File: src/rtl/logic_unit_arbiter.sv
// Two-requester arbiter feeding a registered bitwise logic unit (AND/OR/XOR/NAND).
// Optional round-robin tie-break when LOGIC_ARB_ROUND_ROBIN_EN is defined; fixed priority (req0) otherwise.
//
// state | meaning
// IDLE  | waiting for a request; grant decision made here
// EXEC  | computing result from captured operands
// RESP  | holding result until rsp_ready
module logic_unit_arbiter #(
  parameter int WIDTH = 18
) (
  input  logic             clk,
  input  logic             rst,
  input  logic             req0_valid,
  output logic             req0_ready,
  input  logic [WIDTH-1:0] req0_a,
  input  logic [WIDTH-1:0] req0_b,
  input  logic [1:0]       req0_op,
  input  logic             req1_valid,
  output logic             req1_ready,
  input  logic [WIDTH-1:0] req1_a,
  input  logic [WIDTH-1:0] req1_b,
  input  logic [1:0]       req1_op,
  output logic             rsp_valid,
  input  logic             rsp_ready,
  output logic [WIDTH-1:0] rsp_data,
  output logic             rsp_id,
  output logic             busy
);

  localparam logic [1:0] IDLE = 2'd0;
  localparam logic [1:0] EXEC = 2'd1;
  localparam logic [1:0] RESP = 2'd2;

  logic [1:0]       state;
  logic [WIDTH-1:0] cap_a;
  logic [WIDTH-1:0] cap_b;
  logic [1:0]       cap_op;
  logic             grant_any;
  logic             pick1;

`ifdef LOGIC_ARB_ROUND_ROBIN_EN
  // last_grant=1 means requester 1 was served last, so requester 0 wins the next tie
  logic last_grant;

  assign pick1 = req1_valid && (!req0_valid || !last_grant);

  always_ff @(posedge clk) begin
    if (rst) begin
      last_grant <= 1'b1;
    end else if (grant_any) begin
      last_grant <= pick1;
    end
  end
`else
  assign pick1 = req1_valid && !req0_valid;
`endif

  // Gated by rst so no grant is offered in a cycle where the edge will reset the FSM
  assign grant_any  = (state == IDLE) && !rst && (req0_valid || req1_valid);
  assign req0_ready = grant_any && !pick1;
  assign req1_ready = grant_any && pick1;
  assign rsp_valid  = (state == RESP);
  assign busy       = (state != IDLE);

  always_ff @(posedge clk) begin
    if (rst) begin
      state    <= IDLE;
      cap_a    <= '0;
      cap_b    <= '0;
      cap_op   <= 2'b00;
      rsp_data <= '0;
      rsp_id   <= 1'b0;
    end else begin
      case (state)
        IDLE: begin
          if (grant_any) begin
            cap_a  <= pick1 ? req1_a  : req0_a;
            cap_b  <= pick1 ? req1_b  : req0_b;
            cap_op <= pick1 ? req1_op : req0_op;
            rsp_id <= pick1;
            state  <= EXEC;
          end
        end
        EXEC: begin
          case (cap_op)
            2'b00:   rsp_data <= cap_a & cap_b;
            2'b01:   rsp_data <= cap_a | cap_b;
            2'b10:   rsp_data <= cap_a ^ cap_b;
            default: rsp_data <= ~(cap_a & cap_b);
          endcase
          state <= RESP;
        end
        RESP: begin
          if (rsp_ready) begin
            state <= IDLE;
          end
        end
        default: state <= IDLE;
      endcase
    end
  end

endmodule

File: config.mk
export PLATFORM = sky130hd
export DESIGN_NAME = logic_unit_arbiter
export DESIGN_NICKNAME = d
export VERILOG_FILES = /design/src/rtl/logic_unit_arbiter.sv
export SDC_FILE = /design/constraint.sdc
export NUM_CORES = 1
export LEC_CHECK = 0
export ABC_AREA = 0
export BUFFER_PORTS_ARGS = -buffer_cell sky130_fd_sc_hd__buf_2
export CAP_MARGIN = 10
export CORE_UTILIZATION = 52
export CTS_CLUSTER_SIZE = 12
export DETAILED_ROUTE_END_ITERATION = 10
export PLACE_DENSITY = 0.77
export SYNTH_ARGS = -nofsm -noshare
export SYNTH_HDL_FRONTEND = slang
export SYNTH_SLANG_ARGS = --single-unit
File: constraint.sdc
create_clock -name clk -period 1.8 [get_ports clk]
set_clock_uncertainty 0.15 [all_clocks]
set_input_delay 0.27 -clock clk [delete_from_list [all_inputs] [get_ports clk]]
set_output_delay 0.27 -clock clk [all_outputs]
set_load 0.02 [all_outputs]
# After elaboration in Yosys (flattened, before gate mapping)

Index checks and enable logic that the tools add are counted.

Reduce and logical (&&, ||, !) cells: 14
Bitwise logic cells: 4
Equality and inequality tests: 6
Muxes and demuxes: 7

Operators with widths:

| kind                                                  | count |
|---|---|
| one-hot mux 18 bit (3 select lines)                   | 1 |
| 2-to-1 mux 18 bit                                     | 2 |
| bitwise AND 18 bit                                    | 1 |
| NOT 18 bit                                            | 1 |
| OR 18 bit                                             | 1 |
| XOR 18 bit                                            | 1 |
| 2-to-1 mux 2 bit                                      | 3 |
| one-hot mux 2 bit (3 select lines)                    | 1 |
| logical AND 1 bit                                     | 5 |
| equality test 2 x 1 -> 1 bit, second input constant   | 2 |
| equality test 2 bit, second input constant            | 2 |
| zero test 2 bit                                       | 2 |
| AND reduction 2 bit                                   | 2 |
| zero test 1 bit                                       | 3 |
| inequality test 2 x 1 -> 1 bit, second input constant | 1 |
| inequality test 2 bit, second input constant          | 1 |
| nonzero test 2 bit                                    | 1 |
| logical OR 1 bit                                      | 1 |

Word-level logic and storage cells: 37
Output and inout port bits: 23
Input port bits: 81
Register bits: 59

# Longest topological paths before layout

Depth in word-level cells: 5
Gate-level depth with buffers: 6
Mapped depth without buffers: 5

# Worst setup path after synthesis

OpenSTA, ideal clock, no wires.

Path type: reg2out
Start point: register state[1]
End point: output port req1_ready
Data required time: 1,380 ps
Path slack: 236 ps
Data arrival time: 1,144 ps
Cell stages (with the launch flop): 5
Path buffers: 2
Cell sequence: dfxtp_1 nor3_2 buf_2 buf_4 and2_1

Longest elaborated chain between the ends: 4

RTL lines:

| element                         | line | text |
|---|---|---|
| from (decl)                     | 34   | `logic [1:0] state;` |
| from (signal assigned)          | 67   | `state <= IDLE;` |
| from (signal assigned)          | 81   | `state <= EXEC;` |
| from (signal assigned)          | 91   | `state <= RESP;` |
| zero test 2 bit                 | 59   | `assign grant_any = (state == IDLE) && !rst && (req0_valid \|\| req1_valid);` |
| logical AND 1 bit (2 in series) | 59   |  |
| logical AND 1 bit               | 61   | `assign req1_ready = grant_any && pick1;` |
| to (decl)                       | 19   | `output logic req1_ready,` |

No other way between the ends.

# Worst setup path in the final report

Start point: register state[0]
End point: output port req0_ready

Longest elaborated chain between the ends: 4

RTL lines:

| element                         | line | text |
|---|---|---|
| zero test 2 bit                 | 59   |  |
| logical AND 1 bit (2 in series) | 59   |  |
| logical AND 1 bit               | 60   | `assign req0_ready = grant_any && !pick1;` |
| to (decl)                       | 14   | `output logic req0_ready,` |

No other way between the ends.

==> metrics <==
outcome completed; MaxCap Viol Count 0; most frequent standard cell in the layout excluding fill and tap cells buf_2; combined buffer and inverter count along the critical path 2; Critical Path End Type output port; average via count per standard cell 5.71; switching share of power 0.315; Worst-path clk slew 0.07 ns; final setup fails 0; CTS Hold Bufs 0; power density of the placed cells 747 mW/mm2; wire length of the first global-routing pass ~14,000 um; count of different cell masters after synthesis 29; global-route usage over all layers 0.251; LEAKAGE roughly 1.8 nW; DRC marker count from the first detailed-route iteration 200; number of cell rows 29; syn avg cell area 8.33 um2; P&R area growth vs syn 23.4%; Flop pwr share 0.454; register area share after synthesis 0.333; crit-path cells nor4b_4 -> clkbuf_16 -> buf_8; count of synthesis-stage warnings from yosys 0; total chip power 3.27 mW; Yosys reg bits 59; top-level port count 104; number of sinks on the clock net 59; Post-Place Cell Area 0.00415 mm2; routed length per instance 14.6 um; Detailed Place HPWL 5970 um; CP Class reg -> out; number of nets produced by synthesis around 540; largest fanout of any net on the critical path 5; worst min-delay path category in -> reg; Net Sw Power roughly 1.0 mW; Pre-antenna DRT Iters 7; Worst Path Arrival 1.36 ns; clock tree root driver cell clkbuf_8; maximum clock path buffer count 2; number of diodes added for antenna fixing 0; final standard cell area without fillers ~0.0044 mm2; Hold Vio Cnt, Final 0; Register Area 0.00119 mm2; via count of the first global-routing pass between 3k and 4k; final routed wirelength across all metal layers 8730 um; Peak supply drop ~0.47 mV; count of mapped cells out of synthesis 426; I/O Buffers 103; final global-route overflow total 0; number of levels the H-tree was split into 3; number of antenna violations at the first check in global routing 0; clock tree from TritonCTS done; placer congestion estimate 0.800; fraction of final layout cells sized beyond drive strength 1 0.278; DRC errors left 0; library cell contributing the largest single delay on the critical path dfxtp_4; CP max stage delay 0.36 ns; TNS Setup 0 ns; core box area 0.00646 mm2; Slew Limit Headroom 0.784; netlist area before placement 0.00355 mm2; overall via count from detail_route 3,412; unrepaired setup endpoints after global routing yes; launching element type of the critical path flip-flop; multi-input gate area in the final layout slightly above 0.002 mm2; maximum clock rate ~0.56 GHz; Die ar. 0.00716 mm2; pin count of the biggest net entering global routing 40; net count reported at finish 635; crit path time final 1.78 ns; relative contribution of combinational cells to total power 0.246; Layout fillers between 500 and 600; area share of the leading cell type in the synthesized netlist 0.333; Top Family by Delay on Critical Path flip-flops; slew at the pin closest to its max-slew limit 0.324 ns; Final Slew Violations 0; internal power around 2.2 mW; total clock buffers created by CTS 9; cell type with the highest aggregate area in the netlist dfxtp_1; worst-skew pair later-pin latency roughly 0.34 ns; clock network fraction of design power 0.301; antenna viol nets, final 0; share of the clock period used by the worst path 0.989; required time of the worst setup path 1.38 ns; Initial Utilization 0.549; leading cell types in the layout, fill and taps excluded buf_2 (102), dfxtp_1 (56), o21ai_1 (47); die width 84.6 um; Die Y 84.6 um; top cells by area in the synthesized netlist dfxtp_1 (33%), ha_1 (13%), a32oi_1 (9.4%)
state kept, by name, indices dropped and copies added (netlist names):
signal,flops
rsp_id,1
state,2
cap_op,2
rsp_data,18
cap_b,18
cap_a,18
worst register-to-register path, delay by kind of cell (launching register included):
kind,cells,cell delay (ns)
flip-flops,1,0.36
AND/OR/NAND/NOR,1,0.36
buffers and inverters,2,0.39
AO/OA/AOI/OAI,2,0.31
path summary, 6_finish.rpt:
kind	slack, ns	from	to	cells after the start
worst max-delay path	0.02	state[0]$_SDFFE_PP0P_	req0_ready	3
worst max register to register	0.16	state[0]$_SDFFE_PP0P_	cap_a[9]$_SDFFE_PP0P_	5
worst min-delay path	0.06	req0_b[10]	cap_b[10]$_SDFFE_PP0P_	3
worst min register to register	0.34	rsp_data[10]$_SDFFE_PP0N_	rsp_data[10]$_SDFFE_PP0N_	2
what timing repair did:
item,CTS,global route
setup endpoints to repair,1,1
cloned,1,0
buffers inserted,2,2
pin swaps,1,1
resized for setup,2,5
layer usage:
layer / part of all wire / vias to the layer above / track usage
li1: - / 1726 / -
met1: 0.46 / 1551 / 0.327
met2: 0.47 / 112 / 0.406
met3: 0.049 / 23 / 0.0501
met4: 0.025 / 0 / 0.103
met5: 0 / - / 0
cells by family after synthesis:
kind of cell             share of synthesized area
adder cells (fa/ha/maj)                      0.127
flip-flops                                   0.333
AND/OR/NAND/NOR                              0.115
AO/OA/AOI/OAI                                0.322
buffers and inverters                        0.104
per-stage QoR:
stage | instances | utilization | hold slack, ns | worst slack [ns]
finish | 598 | 0.678 | 0.0622 | 0.0193
global route | 598 | 0.678 | 0.0497 | -0.0425
CTS | 596 | 0.673 | 0.0473 | 0.0307
detailed placement | 579 | 0.643 | 0.333 | 0.230
global placement | 579 | 0.643 | 0.332 | 0.282
floorplan | 426 | - | 0.217 | 0.236
power groups by stage:
| stage | logic (mW) | clock network [mW] | registers [mW] |
|---|---|---|---|
| final | 0.804 | 0.984 | 1.48 |
| after global routing | 0.891 | 1.07 | 1.50 |
| after CTS | 0.789 | 0.997 | 1.49 |
| after detailed placement | 0.768 | 0 | 1.51 |
| after global placement | 0.740 | 0 | 1.51 |
| after floorplan | 0.473 | 0 | 1.54 |
layout make-up:
cell class	instances	share of cell area
clock inverters	4	0.00457
multi-input cells	286	0.461
flip-flops and latches	59	0.271
well taps	77	0.0220
repair buffers	124	0.180
clock buffers	10	0.0291
inverters	38	0.0326
cell usage after synthesis (all sizes together):
library cell / count
a211o: 16
nor2b: 25
ha: 36
o21ai: 47
a21boi: 2
o211ai: 7
o32ai: 2
a32oi: 38
clkbuf: 18
inv: 38
nand2: 9
nor4b: 1
nor2: 36
or2: 2
a311oi: 16
or3: 1
and2: 1
nor3: 3
dfxtp: 59
buf: 25
a211oi: 1
nand2b: 3
a21oi: 40
No activity file was read; power rests on OpenSTA's default activity.
